--- src/rtl/pipe_stage_skid.sv ---
// -----------------------------------------------------------------------------
// pipe_stage_skid
//
// Pipeline stage register with a valid/ready handshake and a two-entry skid
// buffer. One instance sits between each pair of stages (F/D, D/E, E/M, M/W).
//
// The stage holds a "main" entry, which drives the outputs, and a "skid" entry.
// The skid entry catches a payload that arrives while the main entry is stalled.
// Because in_ready is derived only from the skid-valid flop, there is no
// combinational path from out_ready back to in_ready. Long pipes therefore
// never form a ready chain through the stages.
//
// Parameters
//   DATA_W          payload width in bits
//   CLEAR_ON_FLUSH  1: payload registers are zeroed on flush
//                   0: only the valid bits are cleared (reset always zeroes)
//   CNT_W           width of the saturating bubble counter
//
// Ports
//   clk         rising-edge clock
//   reset       synchronous, active-low reset (0 = reset)
//   in_valid    upstream presents a payload
//   in_ready    stage can accept (registered, equals !skid_valid)
//   in_data     upstream payload
//   flush       synchronous kill of all held entries; any input offered in
//               the same cycle is dropped
//   out_valid   main entry holds a payload
//   out_ready   downstream accepts this cycle
//   out_data    payload of the main entry
//   bubble_cnt  count of cycles with out_ready=1 and out_valid=0 (saturating)
// -----------------------------------------------------------------------------
module pipe_stage_skid #(
    parameter int DATA_W         = 193,
    parameter int CLEAR_ON_FLUSH = 1,
    parameter int CNT_W          = 16
) (
    input  logic              clk,
    input  logic              reset,
    input  logic              in_valid,
    output logic              in_ready,
    input  logic [DATA_W-1:0] in_data,
    input  logic              flush,
    output logic              out_valid,
    input  logic              out_ready,
    output logic [DATA_W-1:0] out_data,
    output logic [CNT_W-1:0]  bubble_cnt
);

    // Main entry: drives the outputs.
    logic              m_valid;
    logic [DATA_W-1:0] m_data;
    // Skid entry: holds the second payload while the main entry is stalled.
    logic              s_valid;
    logic [DATA_W-1:0] s_data;

    logic              m_valid_nx;
    logic [DATA_W-1:0] m_data_nx;
    logic              s_valid_nx;
    logic [DATA_W-1:0] s_data_nx;

    logic              acc;
    logic              pop;

    assign out_valid = m_valid;
    assign out_data  = m_data;
    assign in_ready  = !s_valid;

    assign acc = in_valid & in_ready;
    assign pop = m_valid & out_ready;

    // -------------------------------------------------------------------------
    // Next-state logic
    // -------------------------------------------------------------------------
    always_comb begin
        m_valid_nx = m_valid;
        m_data_nx  = m_data;
        s_valid_nx = s_valid;
        s_data_nx  = s_data;

        if (flush) begin
            // Flush overrides both acc and pop. A payload offered this cycle
            // is dropped even though in_ready may be high.
            m_valid_nx = 1'b0;
            s_valid_nx = 1'b0;
            if (CLEAR_ON_FLUSH != 0) begin
                m_data_nx = '0;
                s_data_nx = '0;
            end
        end else if (pop) begin
            if (s_valid) begin
                // Skid drains into main. acc cannot occur here because
                // in_ready is low whenever the skid entry is valid.
                m_data_nx  = s_data;
                s_valid_nx = 1'b0;
            end else if (acc) begin
                // Full-throughput pass: main is replaced in the same cycle.
                m_data_nx = in_data;
            end else begin
                // Stale m_data is kept; only the valid bit drops.
                m_valid_nx = 1'b0;
            end
        end else if (acc) begin
            if (!m_valid) begin
                m_valid_nx = 1'b1;
                m_data_nx  = in_data;
            end else begin
                // Main is stalled, so park the payload. in_ready drops next cycle.
                s_valid_nx = 1'b1;
                s_data_nx  = in_data;
            end
        end
    end

    // -------------------------------------------------------------------------
    // State registers
    // -------------------------------------------------------------------------
    always_ff @(posedge clk) begin
        if (!reset) begin
            m_valid <= 1'b0;
            s_valid <= 1'b0;
            m_data  <= '0;
            s_data  <= '0;
        end else begin
            m_valid <= m_valid_nx;
            s_valid <= s_valid_nx;
            m_data  <= m_data_nx;
            s_data  <= s_data_nx;
        end
    end

    // -------------------------------------------------------------------------
    // Bubble counter: downstream was ready but the stage had nothing to give.
    // The counter still counts during a flush and saturates instead of wrapping.
    // -------------------------------------------------------------------------
    always_ff @(posedge clk) begin
        if (!reset) begin
            bubble_cnt <= '0;
        end else if (out_ready && !m_valid && (bubble_cnt != {CNT_W{1'b1}})) begin
            bubble_cnt <= bubble_cnt + CNT_W'(1);
        end
    end

endmodule

--- config.mk ---
export PLATFORM = sky130hd
export DESIGN_NAME = pipe_stage_skid
export DESIGN_NICKNAME = d
export VERILOG_FILES = /design/src/rtl/pipe_stage_skid.sv
export SDC_FILE = /design/constraint.sdc
export NUM_CORES = 1
export LEC_CHECK = 0
export ABC_CLOCK_PERIOD_IN_PS = 2700
export CAP_MARGIN = 20
export CORE_ASPECT_RATIO = 0.8
export CORE_UTILIZATION = 35
export CTS_BUF_LIST = sky130_fd_sc_hd__clkbuf_4
export DETAILED_ROUTE_END_ITERATION = 6
export DONT_BUFFER_PORTS = 1
export GPL_TIMING_DRIVEN = 0
export SLEW_MARGIN = 20
export SYNTH_ARGS = -nofsm -noshare
export SYNTH_HDL_FRONTEND = slang
export SYNTH_SLANG_ARGS = --single-unit
export TNS_END_PERCENT = 30
--- constraint.sdc ---
create_clock -name clk -period 2.7 [get_ports clk]
set_input_delay 0.54 -clock clk [delete_from_list [all_inputs] [get_ports clk]]
set_output_delay 0.54 -clock clk [all_outputs]
set_load 0.01 [all_outputs]
Word-level counts from Yosys, hierarchy flattened. Cells that the tools add are included.

Flip-flop bits (word level): 404. Bits of input ports: 198.

Mux-type cells: 9. $add $sub $neg: 1. Eq/ne operators: 4. Bitwise gates (word level): 4. Reductions and logical operators: 12.

Operators with widths (count): $mux 193 (5); $add 16x1->16 const B (1); $ne 16x16->1 const B (1); $reduce_and 3->1 (3); $mux 1 (4); $ne 2x2->1 const B (2); $reduce_bool 2->1 (2); $reduce_or 3->1 (1); $and 1x1->1 (2); $logic_and 1x1->1 (2); $logic_not 1->1 (2); $ne 2x1->1 const B (1); $not 1->1 (2); $reduce_and 2->1 (1); $reduce_or 2->1 (1).

Longest topological paths before layout. Gate-level depths: netlist of the first run.

Depth in word-level cells: 5. Gate-level depth with buffers: 8. Mapped depth without buffers: 6.

Worst setup path before layout of the first run. No wires, ideal clock.

Path type: input-to-reg. Start point: input port out_ready. End point: register m_data[100], in the netlist out_data[100]. Data arrival time: 1931 ps. Setup slack: 678 ps. Setup time: 91 ps. Cell stages on the path: 7. Required time: 2609 ps. Cells stage by stage: nand2_1 -> ha_1 -> nor3_2 -> buf_2 -> buf_1 -> nor2_1 -> a311oi_1.

Longest elaborated chain between the ends: 3. Elaborated cells on any way between the ends: 5. Those cells by class: 1 x eq/ne; 1 x mux; 1 x bitwise; 2 x reduce/logical.

Ends and longest elaborated chain: from (decl) (line 44) `input logic out_ready,`; $and 1x1->1 * (line 69) `assign pop = m_valid & out_ready;`; $ne 2x1->1 (no source line) / $reduce_bool 2->1 (equally long branches); $reduce_and 3->1 (no source line); to (signal assigned) (line 126) `m_data <= m_data_nx;`; to (decl) (line 51) `logic [DATA_W-1:0] m_data;`.

Mark *: on every way between the ends. The rest lies on a longest branch, timed or not. A chain may end at the register's enable or synchronous reset.

Worst setup path after layout of the first run.
Start point: register m_valid, in the netlist out_valid. End point: register m_data[72], in the netlist out_data[72].

Longest elaborated chain between the ends: 3. Elaborated cells on any way between the ends: 5. Those cells by class: 1 x eq/ne; 1 x mux; 1 x bitwise; 2 x reduce/logical.

Ends and longest elaborated chain: from (decl) (line 50) `logic m_valid;`; from (signal assigned) (line 124) `m_valid <= m_valid_nx;`; $and 1x1->1 (line 69); $ne 2x1->1 (no source line) / $reduce_bool 2->1 (equally long branches); $reduce_and 3->1 (no source line).

Several ways; a longest one is shown, not always the timed one.

==> results.yml, run 1 <==
cts:
  cts_tree: "built"
  clkLatencyLatePin_ps: 880
  cts-htree-levels: 3
  clock-root-buffer: "clkbuf_4"
  cts_buffer_depth: 3
  cts_buffers: 105
  clkSinkCount: 404
  clk_pin_slew_ps: 60
outcome:
  status: "complete, no violations"
yosys:
  synth_edf_count: 0
  ys_top_cells_by_area: "dfxtp_1 52%, nand2_1 19%, a311oi_1 11%"
  syn_area_um2: 15630
  synth_top_flop_cell: "dfxtp_1"
  ys_seq_area_share_pct: 51.73
  synth.top_cell.area_share_pct: 51.73
  syn_avg_cell_area_um2: 7.720
  yosys.area.top_type: "dfxtp_1"
  ys_async_sr_fraction_pct: 0
  syn_inst: 2025
  synth.most_common_cell: "nand2_1"
  yosys-top-cells-count: "783 x nand2_1, 404 x dfxtp_1, 202 x a21oi_1"
  synth.distinct_cells: 36
  ys_ff_latch: 404
  ys_warn_count: 0
  syn_nets: 2225
final_layout:
  finalNetCount: 2535
  syn2layout_area_growth_pct: 26.37
  final_area_um2: 19760
  drive_above_1_share_pct: 8.268
power_and_ir_drop:
  ir_drop_mv: 0.3268
  power.density_nw_per_um2: 634.9
  power_uw: 12540
  p_leak_uw: 0.006861
place:
  postPlaceCellArea_um2: 16380
  io_buffers: 0
  dp.final_hpwl_um: 37780
  gp_congestion: 0.8838
  pre_cts_ws_ps: -721.7
setup_path:
  crit_top_cell: "nand2_1"
  crit_path_cell_trace: "nand2_1, nor2_1, buf_2, buf_1, nand2_1, a311oi_1"
  start_kind: "flop"
  cp.buffers_inverters: 2
  critical_path.top_delay_family: "buffers and inverters"
  crit_cells: 6
  max_stage_delay_ps: 570
  crit_type: "reg -> reg"
  crit_fanout: 10
  reg2reg_depth: 6
  arrival_ps: 3440
  cp.required_ps: 3470
  slowest_stage: "dfxtp_1"
  critPathCaptureType: "flop"
route:
  drt_iter0_markers: 925
  vias: 15800
  wl_met3_um: 4587
  wl_um: 54660
  drt_pass1_iterations: 7
  wl_per_cell_um: 18.17
  top_layer: "met4"
  dr_wl_met2_um: 24670
  drc: 0
  wl_met1_um: 23580
  antenna_left: 0
  avgViaCountPerCell: 5.249
timing:
  fmax_ghz: 0.3742
  fin_ws_ps: 27.58
  finalCritPeriodShare_pct: 98.98
  fin_crit_ps: 2672
  fin_skew_ps: 29.67
  slew_headroom_pct: 37.20
  finalHoldViolCount: 0
  drv_slew: 0
  rsz0062_at_grt: "true"
  setup_viol: 0
  worst_pin_slew_ps: 941.9
floorplan:
  num_rows: 68
  die_w_um: 238.3
  io-pin-count: 409
  dieArea_um2: 45520
  core-area_um2: 43560
  start_util_pct: 35.89
  die_h_um: 191.0
global_routing:
  grt_max_degree: 16
  grt_pass1_vias: 15170
  grt_overflow: 0
  antenna_found_initial: 3
  grt_pass1_wl_um: 84210
  grt_use_total_pct: 23.50
worst_hold_path:
  holdPathStages: 4
  min_path_type: "in -> reg"
run:
  drv_cap: 0
==> final cells by class <==
cell class	count	area, um2
fillers	4350	23810
clock buffers	144	1081
inverters	7	26.28
clock inverters	35	202.7
multi-input cells	1443	6870
repair buffers	203	2042
plain buffers	171	684.4
flip-flops and latches	404	8088
well taps	595	744.5
diodes	7	17.52
==> sequential cells by signal, summed over array words and instances, names as in the netlist <==
name / count
bubble_cnt: 16
out_data: 193
out_valid: 1
s_data: 193
s_valid: 1
==> worst register-to-register path, cell delays in order (launching register included) <==
cell      delay (ps)
dfxtp_1          570
nand2_1          190
nor2_1           480
buf_2            470
buf_1            420
nand2_1          140
a311oi_1         290
==> power breakdown <==
group / switching [uW] / internal [uW] / total [uW] / leakage (uW)
Clock: 2610 / 2650 / 5260 / 0.000751
Combinational: 607 / 403 / 1010 / 0.00284
Sequential: 180 / 6100 / 6280 / 0.00327
Total: 3400 / 9150 / 12500 / 0.00686
==> timing repair <==
item | 4_1_cts | 5_1_grt
setup endpoints to repair | 363 | 206
cloned | 0 | 0
pin swaps | 1 | 0
hold buffers | 199 | 0
resized for setup | 7 | 27
setup buffers | 3 | 0
endpoints found under the hold margin | 395 | 0
==> cell usage in the layout (no fill, tap or decap), types with 3 or more instances in the layout <==
cell / netlist / final
a21oi_1: 202 / 202
a311oi_1: 193 / 193
buf_1: 10 / 9
buf_2: 15 / 17
clkbuf_1: 146 / 128
clkbuf_2: 0 / 17
clkbuf_4: 0 / 144
clkinv_1: 0 / 25
clkinvlp_4: 0 / 3
dfxtp_1: 404 / 404
diode_2: 0 / 7
dlygate4sd3_1: 0 / 199
inv_1: 7 / 7
mux2i_1: 4 / 4
nand2_1: 783 / 783
nand2b_1: 4 / 4
nand3_1: 5 / 5
nand4_1: 3 / 3
nor2_1: 201 / 201
nor3_1: 4 / 3
nor4_1: 4 / 4
o21ai_0: 7 / 7
o31ai_1: 4 / 4
or3_1: 3 / 3
or4_1: 4 / 4
==> metrics by stage <==
| stage | TNS, ps | instances | hold slack [ps] | util (%) |
|---|---|---|---|---|
| after floorplan | 0 | 2025 | 436.6 | - |
| after global placement | -114520 | 2620 | 441.1 | 37.60 |
| after detailed placement | -142980 | 2620 | 446.5 | 37.60 |
| after CTS | 0 | 3001 | 12.17 | 45.24 |
| after global routing | -2125 | 3008 | 63.95 | 45.35 |
| final | 0 | 3009 | 92.22 | 45.35 |
==> cells by family (layout without fill, tap and decap cells) <==
family	count (synthesis)	in the layout	share of synthesized area [%]
AOI/OAI and AO/OA	411	411	17.98
xor gates and xnor gates	1	1	0.05603
adders and majority gates	2	2	0.1600
buffers and inverters	178	560	4.394
DFF	404	404	51.73
muxes	4	4	0.2561
other	0	7	0
and+or+nand+nor	1025	1025	25.43
==> final timing paths <==
check,start,end,slack (ps)
setup / recovery,out_valid$_SDFFE_PP0P_,out_data[72]$_SDFFE_PP0P_,30
hold / removal,out_ready,bubble_cnt[0]$_SDFFE_PN0P_,90
setup reg to reg,out_valid$_SDFFE_PP0P_,out_data[72]$_SDFFE_PP0P_,30
hold reg to reg,s_data[60]$_SDFFE_PP0P_,s_data[60]$_SDFFE_PP0P_,450
==> per-layer routing <==
metal	vias to the layer above	track usage (%)
met5	-	0
met4	0	10.16
met3	146	7.870
met2	589	36.21
met1	7501	29.85
li1	7559	-
No activity file was read; power rests on OpenSTA's default activity.
==> inputs of run 2 (changes only) <==
CTS_CLUSTER_SIZE = 12   (was default)
MAX_ROUTING_LAYER = met4   (was default)
==> results.yml, run 2 (synthesis gave the netlist of run 1 again) <==
worst_hold_path:
  min_path_type: "in -> reg"
  worstHoldEndpoint: "bubble_cnt[0]$_SDFFE_PN0P_"
  worstHoldStart: "out_ready"
  holdPathStages: 4
route:
  drc: 0
  antenna_left: 0
  wl_per_cell_um: 18.24
  drt_iter0_markers: 1005
  vias: 15840
  drt_pass1_iterations: 5
  wl_um: 54860
  avgViaCountPerCell: 5.268
setup_path:
  ff2ff_setup_slack_ps: 3
  start_kind: "flop"
  r2r_end: "out_data[73]$_SDFFE_PP0P_"
  crit_type: "reg -> reg"
  cp.buffers_inverters: 2
  critPathCaptureType: "flop"
  reg2reg_depth: 6
  r2r_start: "out_valid$_SDFFE_PP0P_"
  slowest_stage: "dfxtp_1"
  max_stage_delay_ps: 570
  arrival_ps: 3460
  crit_top_cell: "nand2_1"
  critical_path.top_delay_family: "buffers and inverters"
  crit_fanout: 10
  cp.required_ps: 3460
  crit_path_cell_trace: "nand2_1, nor2_1, buf_2, buf_1, nand2_1, a311oi_1"
floorplan:
  core-area_um2: 43560
  dieArea_um2: 45520
  num_rows: 68
  die_h_um: 191.0
  io-pin-count: 409
  start_util_pct: 35.89
  die_w_um: 238.3
final_layout:
  layout_commonest_cell: "nand2_1"
  syn2layout_area_growth_pct: 26.60
  final_cell_mix: "783 x nand2_1, 404 x dfxtp_1, 202 x a21oi_1"
  fin_cells: 3007
  drive_above_1_share_pct: 8.195
  finalNetCount: 2534
cts:
  cts_tree: "built"
  clkSinkCount: 404
  clkLatencyLatePin_ps: 860
  cts_buffer_depth: 3
  cts_buffers: 104
  clock-root-buffer: "clkbuf_4"
  clk_pin_slew_ps: 70
  cts-htree-levels: 3
place:
  dp.final_hpwl_um: 37780
  io_buffers: 0
  gp_congestion: 0.8985
  place_inst: 2620
outcome:
  status: "complete, no violations"
power_and_ir_drop:
  power.density_nw_per_um2: 643.5
  power_uw: 12740
  p_leak_uw: 0.006879
  ir_drop_mv: 0.3158
timing:
  worst_pin_slew_ps: 936.5
  rsz0062_at_grt: "true"
  finalCritPeriodShare_pct: 99.90
  slew_headroom_pct: 37.57
  fin_skew_ps: 28.01
  fin_crit_ps: 2697
  drv_slew: 0
  fmax_ghz: 0.3707
  finalHoldViolCount: 0
  setup_viol: 0
global_routing:
  grt_pass1_wl_um: 84410
  grt_overflow: 0
  antenna_found_initial: 3
  grt_pass1_vias: 15240
  grt_max_degree: 15
  grt_use_total_pct: 24.22
run:
  drv_cap: 0
-- run 2: changes by cell type in the layout (fill, tap and decap cells not counted) --
cell / previous run / this run
clkbuf_4: 144 / 146
clkbuf_1: 128 / 130
inv_2: 2 / 1
clkinv_4: 1 / 0
diode_2: 7 / 8
clkinv_1: 25 / 22
clkbuf_2: 17 / 15
bufinv_16: 2 / 4
clkinvlp_4: 3 / 1
-- run 2: repair_timing --
item,CTS,global route
pin swaps,1,0
resized for setup,7,23
setup buffers,3,0
endpoints found under the setup margin,363,194
hold endpoints to repair,395,0
hold buffers,199,0
-- run 2: cell type report --
| cell class | instances | area [um2] |
|---|---|---|
| diodes | 8 | 20.02 |
| plain buffers | 171 | 681.9 |
| clock buffers | 146 | 1096 |
| clock inverters | 30 | 224.0 |
| fillers | 4350 | 23770 |
| inverters | 7 | 26.28 |
| multi-input cells | 1443 | 6870 |
| flip-flops and latches | 404 | 8088 |
| well taps | 595 | 744.5 |
| repair buffers | 203 | 2042 |
-- run 2: worst min-delay path, cell delays in order --
cell	delay, ps
nor2b_1	110
o41ai_1	140
xor2_1	90
nor2_1	70
-- run 2: worst max-delay path by stage --
stage | depth (start not counted) | startpoint | slack [ps] | to
5_1_grt | 6 | out_valid$_SDFFE_PP0P_ | -80 | out_data[40]$_SDFFE_PP0P_
4_1_cts | 6 | out_valid$_SDFFE_PP0P_ | 3 | out_data[2]$_SDFFE_PP0P_
6_report | 6 | out_valid$_SDFFE_PP0P_ | 3 | out_data[73]$_SDFFE_PP0P_
3_5_place_dp | 6 | out_valid$_SDFFE_PP0P_ | -720 | out_data[115]$_SDFFE_PP0P_
2_1_floorplan | 7 | out_ready | 680 | out_data[100]$_SDFFE_PP0P_
3_3_place_gp | 6 | out_valid$_SDFFE_PP0P_ | -600 | out_data[116]$_SDFFE_PP0P_
-- run 2: per-stage QoR --
step | util (%) | TNS (ps) | setup WS [ps] | instance area, um2 | hold slack (ps)
after global placement | 37.60 | -114520 | -603.2 | 16380 | 441.1
after CTS | 45.32 | 0 | 3.438 | 19740 | 23.81
final | 45.44 | 0 | 2.647 | 19790 | 126.7
after detailed placement | 37.60 | -142980 | -721.7 | 16380 | 446.5
after floorplan | - | 0 | 678.0 | 15630 | 436.6
after global routing | 45.42 | -1608 | -83.98 | 19790 | 88.56
-- run 2: layer usage --
metal / global-route usage (%) / wire [um] / vias up
met5: - / 0 / -
met4: 9.591 / 1735 / 0
met3: 7.466 / 4552 / 143
met2: 36.34 / 24680 / 603
met1: 30.28 / 23890 / 7521
li1: - / - / 7574
-- run 2: where the power goes --
part	total [uW]	switching [uW]	leakage, uW	internal (uW)
Combinational	1010	610	0.00283	402
Clock	5450	2600	0.000775	2850
Sequential	6280	180	0.00327	6100
==> inputs of run 3 (changes only) <==
HOLD_SLACK_MARGIN = 0.02   (was default)
==> results of run 3 <==
The final DEF is identical to that of run 2; final timing and power are the same.
